**src/rtl/fifo_word_packer.sv**
```systemverilog
// Byte FIFO read-side consumer: pops bytes and packs BYTES of them into one little-endian word.
// A partial word is flushed once the FIFO has stayed empty for TIMEOUT cycles.
module fifo_word_packer #(
  parameter int DATA_W  = 8,
  parameter int BYTES   = 4,
  parameter int TIMEOUT = 16
) (
  input  logic                    clk,
  input  logic                    reset,
  output logic                    RReq,
  input  logic [DATA_W-1:0]       RData,
  input  logic                    EMP,
  output logic [DATA_W*BYTES-1:0] out_data,
  output logic                    out_valid,
  input  logic                    out_ready,
  output logic [3:0]              out_bytes,
  output logic [15:0]             word_count
);

  localparam int             TW   = $clog2(TIMEOUT + 1);
  localparam logic [3:0]     NB   = 4'(BYTES);
  localparam logic [TW-1:0]  TMAX = TW'(TIMEOUT);
  localparam logic [TW-1:0]  TPRE = TW'(TIMEOUT - 1);

  typedef enum logic [1:0] {IDLE, FILL, FULLW, FLUSH} state_t;

  state_t                  state, state_n;
  logic [DATA_W*BYTES-1:0] asm_q, asm_n;
  logic [3:0]              issued, issued_n;
  logic [3:0]              captured, cap_n, captured_n;
  logic                    inflight;
  logic [TW-1:0]           tmo, tmo_n;
  logic                    free, count_en, tmo_hit, full_xfer, flush_xfer, xfer;

  assign RReq = reset && !EMP && (issued < NB);

  always_comb begin
    free  = !out_valid || out_ready;
    cap_n = captured + {3'b000, inflight};
    asm_n = asm_q;
    for (int unsigned i = 0; i < BYTES; i++) begin
      if (inflight && captured == 4'(i)) asm_n[i*DATA_W +: DATA_W] = RData;
    end

    // Flush fires on the edge that would bring tmo to TIMEOUT; a byte landing that edge wins.
    count_en   = EMP && !inflight && (captured != '0) && (state == FILL || state == FLUSH);
    tmo_hit    = count_en && (tmo >= TPRE);
    full_xfer  = (cap_n == NB) && free;
    flush_xfer = tmo_hit && free;
    xfer       = full_xfer || flush_xfer;

    issued_n   = xfer ? '0 : issued + {3'b000, RReq};
    captured_n = xfer ? '0 : cap_n;

    tmo_n = '0;
    if (count_en && !xfer) tmo_n = tmo_hit ? TMAX : tmo + TW'(1);

    if (cap_n == NB && !free)   state_n = FULLW;
    else if (tmo_hit && !free)  state_n = FLUSH;
    else if (issued_n != '0)    state_n = FILL;
    else                        state_n = IDLE;
  end

  always_ff @(posedge clk or negedge reset) begin
    if (!reset) begin
      state      <= IDLE;
      asm_q      <= '0;
      issued     <= '0;
      captured   <= '0;
      inflight   <= 1'b0;
      tmo        <= '0;
      out_data   <= '0;
      out_valid  <= 1'b0;
      out_bytes  <= '0;
      word_count <= '0;
    end else begin
      state    <= state_n;
      asm_q    <= xfer ? '0 : asm_n;
      issued   <= issued_n;
      captured <= captured_n;
      inflight <= RReq;
      tmo      <= tmo_n;
      if (xfer) begin
        out_data  <= asm_n;
        out_bytes <= cap_n;
        out_valid <= 1'b1;
      end else if (out_ready) begin
        out_valid <= 1'b0;
      end
      if (out_valid && out_ready) word_count <= word_count + 16'd1;
    end
  end

endmodule

```
**config.mk**
```make
export PLATFORM = sky130hd
export DESIGN_NAME = fifo_word_packer
export DESIGN_NICKNAME = d
export VERILOG_FILES = /design/src/rtl/fifo_word_packer.sv
export SDC_FILE = /design/constraint.sdc
export NUM_CORES = 1
export LEC_CHECK = 0
export ABC_AREA = 1
export CORE_MARGIN = 2
export CORE_UTILIZATION = 55
export DETAILED_ROUTE_END_ITERATION = 16
export DONT_BUFFER_PORTS = 1
export MAX_ROUTING_LAYER = met4
export PLACE_DENSITY = 0.7
export SYNTH_ARGS = -nofsm -noshare
export SYNTH_HDL_FRONTEND = slang
export SYNTH_SLANG_ARGS = --single-unit
```
**constraint.sdc**
```tcl
create_clock -name clk -period 4.95 [get_ports clk]
set_input_delay 1.485 -clock clk [delete_from_list [all_inputs] [get_ports clk]]
set_output_delay 1.485 -clock clk [all_outputs]
set_load 0.01 [all_outputs]
```
==> results of run 1 <==
==> layer usage <==
metal	track usage (%)	wire length, µm	vias to the layer above	part of all wire [%]
met5	-	0	-	0
met4	8.09	74	0	0.93
met3	5.37	603	9	7.6
met2	30.7	3650	84	46
met1	27.9	3600	1394	45
li1	-	-	1439	-
==> synthesized netlist by cell type <==
library cell and count:
dfrtp_1 100, nand2_1 99, inv_1 68, nor2_1 51, o21ai_0 39, o21ai_2 20, nand3_1 17, o21ai_1 10
xor2_1 9, ha_1 7, nor3_1 7, buf_2 6, buf_6 6, xnor2_1 6, nand2_2 4, clkbuf_1 3
nand4_1 3, a21oi_1 2, nor2_2 2, a21oi_4 1, clkbuf_2 1, mux2_2 1, nand3b_1 1, nor2_4 1
nor4_1 1, o211ai_1 1
==> worst max-delay path by stage <==
| stage | depth (start not counted) | start | to | slack [ns] |
|---|---|---|---|---|
| floorplan | 1 | EMP | RReq | 1.40 |
| global placement | 3 | reset | RReq | 1.29 |
| detailed placement | 3 | reset | RReq | 1.30 |
| CTS | 3 | reset | RReq | 1.29 |
| global route | 3 | reset | RReq | 1.21 |
| finish | 3 | reset | RReq | 1.24 |
==> through the flow <==
step                      cells  instance area, µm²  setup slack, ns  hold WS (ns)  total power, mW
after floorplan             466                4320             1.40         0.462             1.96
after global placement      555                4360             1.29         0.487             2.06
after detailed placement    555                4360             1.30         0.494             2.10
after CTS                   570                4590             1.29         0.510             2.72
after global routing        570                4590             1.21         0.525             2.91
final                       570                4590             1.24         0.507             2.69
==> where the power goes <==
part           leakage [nW]  internal (mW)  switching (mW)
logic                 0.835          0.265           0.469
registers              1.32           1.10           0.242
clock network         0.112          0.334           0.278
total                  2.27           1.70           0.989
==> worst register-to-register path: stages, from the launching register on <==
cell	delay (ns)
dfrtp_1	0.43
ha_1	0.24
nand2_1	0.10
nor2_1	0.05
ha_1	0.17
nor2_1	0.09
nand2_1	0.10
nand2_2	0.14
nand2_1	0.08
nand2_2	0.07
buf_4	0.62
nand2_2	0.19
nor3_1	0.19
==> logic make-up after synthesis <==
kind of cell | synth area share [%]
buffers and inverters | 8.54
AOI/OAI and AO/OA | 10.5
DFF | 57.9
muxes | 0.261
adders and majority gates | 2.03
and+or+nand+nor | 17.7
xor gates and xnor gates | 3.04
==> flip-flops by register name (all words and copies together) (netlist names) <==
signal and cells:
state 1, out_data 32, captured 4, asm_q 32, inflight 1, issued 4
word_count 16, out_bytes 4, tmo 5, out_valid 1
==> final cells by class <==
type | count | area, µm²
Multi-Input combinational cell | 282 | 1450
Fill cell | 683 | 3090
Clock buffer | 9 | 124
Tap cell | 102 | 128
Clock inverter | 6 | 114
Timing Repair Buffer | 3 | 22.5
Sequential cell | 100 | 2500
Inverter | 68 | 255
==> results_dict.tcl, run 1 <==
set metrics [dict create \
    cts_resized 0 \
    drc 0 \
    skew_ns 0.00902 \
    period_share_pct 75.0 \
    postCtsSetupRepairBufs 0 \
    finalMaxSlewViolations 0 \
    cts_inserted_buffers 9 \
    syn-cell-area_um2 4320 \
    final.setup.tns_ns 0 \
    critical_path.max_fanout 101 \
    fmax_ghz 0.269 \
    peakVddDrop_uv 264 \
    cts_root_buf "clkbuf_8" \
    worstPathCellList "inv_1, nor4_1, buf_4" \
    clock_latency_ns 0.36 \
    r2r_cells 12 \
    path_delay_family "simple AND/OR/NAND/NOR gates" \
    finish.utilization_pct 59.8 \
    die_x_um 92.6 \
    r2r_slack_ns 2.40 \
    clock_path_buffers 2 \
    start_util_pct 56.2 \
    synth.distinct_cells 26 \
    hold-path-endpoint "inflight" \
    die_area_um2 8580 \
    rr_startpoint "tmo[0]" \
    synth_top_cell_area_share_pct 57.9 \
    final_common_cell "dfrtp_1" \
    drive_gt1_share_pct 10.0 \
    avgRoutedWirePerCell_um 13.9 \
    syn-instance-count 466 \
    end_kind "primary output" \
    antenna_found_initial 0 \
    final-setup-viol-count 0 \
    required_ns 3.46 \
    syn-num-nets 485 \
    drv_cap 0 \
    drt_iter0_drc 196 \
    grt_overflow 0 \
    crit_buf_inv 2 \
    first_pass_iters 4 \
    synth_warnings 0 \
    cp_slowest_cell "nor4_1" \
    final_cell_mix "dfrtp_1 (100), nand2_1 (99), inv_1 (68), nor2_1 (51), o21ai_0 (39)" \
    ys_top_cells_by_area "dfrtp_1 (58%), nand2_1 (8.6%), inv_1 (5.9%), o21ai_0 (4.5%), nor2_1 (4.4%)" \
    area_delta_synth_final_pct 6.34 \
    power.leakage_nw 2.27 \
    min-delay-start "issued[3]" \
    yosys.area.top_type "dfrtp_1" \
    route.vias.total 2926 \
    wl_um 7930 \
    finalCriticalPeriod_ns 3.71 \
    grt_pass1_wl_um 13600 \
    nNetsFinal 483 \
    numClockSinks 100 \
    r2r_end "tmo[2]" \
    hold_class "flip-flop to flip-flop" \
    cts.clk_slew.worst_paths_ns 0.09 \
    die_y_um 92.6 \
    crit_path_max_incr_delay_ns 0.43 \
    slew_headroom_pct 44.6 \
    hold_viol 0 \
    crit_path_start_kind "primary input" \
    syn_area_per_cell_um2 9.27 \
    crit_type "primary input to primary output" \
    rsz0062_at_grt "no" \
    n_antenna_cell 0 \
    cts_tree "yes" \
    hold_depth 1 \
    core_um2 7690 \
    cts.htree.levels 3 \
    dp_hpwl_um 5280 \
    synth_seq_cells 100 \
    vias_per_cell 5.13 \
    p_per_area_nw_per_um2 585 \
    cp_data_arrival_time_ns 2.23 \
    grt_max_degree 102 \
    rows 32 \
    grt_util_all_layers_pct 20.8 \
    num_io_pins 66 \
    holdBufCountCts 0 \
    gp_congestion 0.787 \
    ys_seq_area_share_pct 57.9 \
    io_buffers 0 \
    drtAntennaViolNets 0 \
    outcome "complete, no violations" \
    worst_pin_slew_ns 0.830 \
    grt_pass1_vias 2813 \
]
Note: power is estimated with default switching activity, not from simulation.
==> run 2, diff against run 1 <==
==> constraint.sdc (replaced) <==
create_clock -name clk -period 3.5 [get_ports clk]
set_input_delay 1.05 -clock clk [delete_from_list [all_inputs] [get_ports clk]]
set_output_delay 1.05 -clock clk [all_outputs]
set_load 0.01 [all_outputs]
==> results_dict.tcl, run 2 (synthesized netlist as in run 1, its figures left out) <==
set metrics [dict create \
    outcome "complete, no violations" \
    required_ns 2.45 \
    dp_hpwl_um 5330 \
    numClockSinks 100 \
    core_um2 7690 \
    first_pass_iters 4 \
    num_io_pins 66 \
    slew_headroom_pct 63.8 \
    r2r_end "asm_q[4]" \
    cp_data_arrival_time_ns 1.79 \
    grt_util_all_layers_pct 20.8 \
    crit_type "primary input to primary output" \
    clock_latency_ns 0.36 \
    nNetsFinal 484 \
    start_util_pct 56.2 \
    route.vias.total 2878 \
    rsz0062_at_grt "no" \
    worstPathCellList "inv_1, nor4_1, buf_4" \
    cts_tree "yes" \
    cts_root_buf "clkbuf_8" \
    fmax_ghz 0.352 \
    vias_per_cell 5.03 \
    setup_slack_ns 0.657 \
    finalCriticalPeriod_ns 2.84 \
    die_area_um2 8580 \
    skew_ns 0.0138 \
    final.setup.tns_ns 0 \
    area_delta_synth_final_pct 6.02 \
    postCtsSetupRepairBufs 0 \
    end_kind "primary output" \
    drive_gt1_share_pct 10.2 \
    cts.htree.levels 3 \
    cp_slowest_cell "nor4_1" \
    drc 0 \
    period_share_pct 81.2 \
    cts_resized 0 \
    holdBufCountCts 0 \
    drtAntennaViolNets 0 \
    drt_iter0_drc 205 \
    peakVddDrop_uv 349 \
    place_ws_ns 0.697 \
    finalMaxSlewViolations 0 \
    crit_path_start_kind "primary input" \
    p_per_area_nw_per_um2 815 \
    gp_congestion 0.777 \
    die_y_um 92.6 \
    power.leakage_nw 2.26 \
    antenna_found_initial 0 \
    final-setup-viol-count 0 \
    finish.utilization_pct 59.6 \
    worst_pin_slew_ns 0.542 \
    wl_um 7990 \
    crit_path_max_incr_delay_ns 0.43 \
    n_antenna_cell 0 \
    r2r_cells 11 \
    hold_class "primary input to asynchronous set/reset pin" \
    io_buffers 0 \
    grt_pass1_wl_um 13500 \
    grt_overflow 0 \
    critical_path.max_fanout 101 \
    clock_path_buffers 2 \
    grt_pass1_vias 2815 \
    final_common_cell "dfrtp_1" \
    cts_inserted_buffers 9 \
    r2r_slack_ns 1.15 \
    die_x_um 92.6 \
    hold_viol 0 \
    final_cell_mix "dfrtp_1 (100), nand2_1 (99), inv_1 (68), nor2_1 (51), o21ai_0 (39)" \
    avgRoutedWirePerCell_um 14.0 \
    grt_max_degree 102 \
    whs_ns 0.378 \
    cts.clk_slew.worst_paths_ns 0.09 \
    drv_cap 0 \
    rows 32 \
    rr_startpoint "captured[0]" \
    top_regs "asm_q x32, out_data x32, word_count x16" \
]
[run 2: report_power, final]
part / switching, mW / internal, mW / total (mW)
sequential: 0.340 / 1.56 / 1.90
clock: 0.394 / 0.403 / 0.797
combinational: 0.661 / 0.380 / 1.04
total: 1.39 / 2.34 / 3.74
[run 2: layer usage]
| layer | part of all wire (%) | track usage [%] | vias to the layer above | wire length (µm) |
|---|---|---|---|---|
| met3 | 7.2 | 5.86 | 6 | 573 |
| met4 | 0.98 | 7.72 | 0 | 78 |
| met1 | 45 | 26.8 | 1343 | 3630 |
| met5 | 0 | - | - | 0 |
| li1 | - | - | 1442 | - |
| met2 | 46 | 31.8 | 87 | 3700 |
[run 2: critical path: cells and delay by family]
family,cells,cell delay (ns)
AND/OR/NAND/NOR,1,0.43
buffers and inverters,2,0.26
[run 2: cell type report]
class / instances / area [µm²]
clock buffers: 10 / 128
inverters: 68 / 255
multi-input cells: 282 / 1450
repair buffers: 4 / 30.0
clock inverters: 6 / 88.8
well taps: 102 / 128
flip-flops and latches: 100 / 2500
fillers: 713 / 3110
[run 2: worst max-delay path by stage]
stage / start / end / slack, ns / depth (start not counted)
finish: reset / RReq / 0.66 / 3
global route: reset / RReq / 0.60 / 3
CTS: reset / RReq / 0.68 / 3
detailed placement: reset / RReq / 0.70 / 3
global placement: reset / RReq / 0.71 / 3
floorplan: EMP / RReq / 0.82 / 1
[run 2: per-stage QoR]
step	instance area [µm²]	instances	power, mW
detailed placement	4360	556	2.98
floorplan	4320	466	2.78
global route	4580	572	4.05
CTS	4580	572	3.78
finish	4580	572	3.74
global placement	4360	556	2.92
==> run 3, diff against run 2 <==
--- a/config.mk
+++ b/config.mk
@@ -11,7 +11,7 @@
 export DETAILED_ROUTE_END_ITERATION = 16
 export DONT_BUFFER_PORTS = 1
 export MAX_ROUTING_LAYER = met4
-export PLACE_DENSITY = 0.7
+export PLACE_DENSITY = 0.73
 export SYNTH_ARGS = -nofsm -noshare
 export SYNTH_HDL_FRONTEND = slang
 export SYNTH_SLANG_ARGS = --single-unit
==> constraint.sdc (replaced) <==
create_clock -name clk -period 2.5 [get_ports clk]
set_input_delay 0.75 -clock clk [delete_from_list [all_inputs] [get_ports clk]]
set_output_delay 0.75 -clock clk [all_outputs]
set_load 0.01 [all_outputs]
==> results_dict.tcl, run 3 (synthesized netlist as in run 1, its figures left out) <==
set metrics [dict create \
    dp_hpwl_um 5520 \
    cts_resized 0 \
    drv_cap 0 \
    clock_latency_ns 0.36 \
    grt_pass1_wl_um 13600 \
    fmax_ghz 0.443 \
    outcome "complete, no violations" \
    worst_pin_slew_ns 0.545 \
    skew_ns 0.00623 \
    p_per_area_nw_per_um2 1170 \
    period_share_pct 90.4 \
    finalMaxSlewViolations 0 \
    dr.max_layer_used "met4" \
    r2r_end "tmo[0]" \
    crit_path_start_kind "flip-flop" \
    crit_path_max_incr_delay_ns 0.42 \
    die_area_um2 8580 \
    power.leakage_nw 2.29 \
    drtAntennaViolNets 0 \
    required_ns 2.77 \
    cts.clk_slew.worst_paths_ns 0.09 \
    io_buffers 0 \
    rows 32 \
    cp_data_arrival_time_ns 2.53 \
    hold_class "primary input to asynchronous set/reset pin" \
    avgRoutedWirePerCell_um 14.0 \
    postCtsSetupRepairBufs 0 \
    grt_overflow 0 \
    worstPathCellList "ha_1, nand2_1, nor2_1, ha_1, nor2_1, nand2_1, nand2_2, nand2_1, nand2_2, buf_4, nand2_2, nor3_1" \
    num_io_pins 66 \
    clkPwrFrac_pct 23.2 \
    path_delay_family "simple AND/OR/NAND/NOR gates" \
    place_ws_ns 0.274 \
    grt_util_all_layers_pct 21.0 \
    clock_path_buffers 2 \
    cts_tree "yes" \
    slew_headroom_pct 63.6 \
    wl_met3_um 584 \
    n_antenna_cell 0 \
    wl_um 8030 \
    top_regs "asm_q x32, out_data x32, word_count x16" \
    cp.depth 12 \
    cts.htree.levels 3 \
    rsz0062_at_grt "no" \
    start_util_pct 56.2 \
    grt_pass1_vias 2886 \
    vias_per_cell 5.08 \
    die_y_um 92.6 \
    netSwitchingFraction_pct 36.2 \
    final_cell_mix "dfrtp_1 (100), nand2_1 (99), inv_1 (68), nor2_1 (51), o21ai_0 (39)" \
    final.setup.tns_ns 0 \
    wl_met1_um 3630 \
    nNetsFinal 485 \
    core_um2 7690 \
    peakVddDrop_uv 519 \
    drt_iter0_drc 194 \
    cp_slowest_cell "dfrtp_1" \
    r2r_slack_ns 0.24 \
    hold_viol 0 \
    die_x_um 92.6 \
    drive_gt1_share_pct 10.4 \
    critical_path.max_fanout 35 \
    rr_startpoint "tmo[0]" \
    pwr-share-comb_pct 27.6 \
    grt_max_degree 102 \
    area_delta_synth_final_pct 6.98 \
    finalCriticalPeriod_ns 2.26 \
    wl_met2_um 3680 \
    final-setup-viol-count 0 \
    cellInternalPower_mw 3.44 \
    crit_type "flip-flop to flip-flop" \
    holdBufCountCts 0 \
    numClockSinks 100 \
    cts_inserted_buffers 9 \
    end_kind "flip-flop" \
    crit_buf_inv 1 \
    antenna_found_initial 0 \
    gp_congestion 0.801 \
    cts_root_buf "clkbuf_8" \
    p_switching_mw 1.95 \
    route.vias.total 2910 \
    seqPwrFrac_pct 49.3 \
    setup_slack_ns 0.241 \
    drc 0 \
    final_common_cell "dfrtp_1" \
    r2r_cells 12 \
    first_pass_iters 4 \
]
run 3: metrics by stage:
stage	instances	hold slack (ns)	total power, mW	util, %	cell area (µm²)
3_5_place_dp	557	0.456	4.19	56.9	4370
5_1_grt	573	0.0514	5.80	60.1	4620
4_1_cts	573	0.0578	5.44	60.1	4620
2_1_floorplan	466	0.454	3.89	-	4320
3_3_place_gp	557	0.457	4.11	56.9	4370
6_report	573	0.0734	5.39	60.1	4620
run 3: how the worst max path moves through the flow:
stage                          end  slack (ns)   start
final                       tmo[0]        0.24  tmo[0]
after CTS                   tmo[0]        0.25  tmo[0]
after floorplan           state[0]        0.25     EMP
after detailed placement    tmo[0]        0.27  tmo[0]
after global routing        tmo[0]       0.007  tmo[0]
after global placement    state[0]        0.37   reset
run 3: final cells by class:
type                       instances  area (µm²)
multi-input combinational        282        1450
clock inverter                     4        95.1
inverter                          68         255
timing repair buffer               5        37.5
clock buffer                      12         155
fill                             667        3070
tap                              102         128
sequential                       100        2500
run 3: power groups by stage:
| stage | clock (mW) | sequential, mW | combinational, mW |
|---|---|---|---|
| final | 1.25 | 2.66 | 1.48 |
| after global routing | 1.33 | 2.73 | 1.74 |
| after CTS | 1.27 | 2.67 | 1.50 |
| after detailed placement | 0 | 2.70 | 1.49 |
| after global placement | 0 | 2.67 | 1.43 |
| after floorplan | 0 | 2.59 | 1.30 |
run 3: worst reg2reg max path, cell delays in order (launching register included):
cell     delay [ns]
dfrtp_1        0.42
ha_1           0.23
nand2_1        0.10
nor2_1         0.05
ha_1           0.17
nor2_1         0.10
nand2_1        0.11
nand2_2        0.14
nand2_1        0.08
nand2_2        0.07
buf_4          0.35
nand2_2        0.16
nor3_1         0.19
run 3: routing by layer:
layer	vias to the layer above	global-route usage (%)
met4	0	7.60
met1	1365	26.9
met3	15	6.83
met2	89	31.9
li1	1441	-
met5	-	-
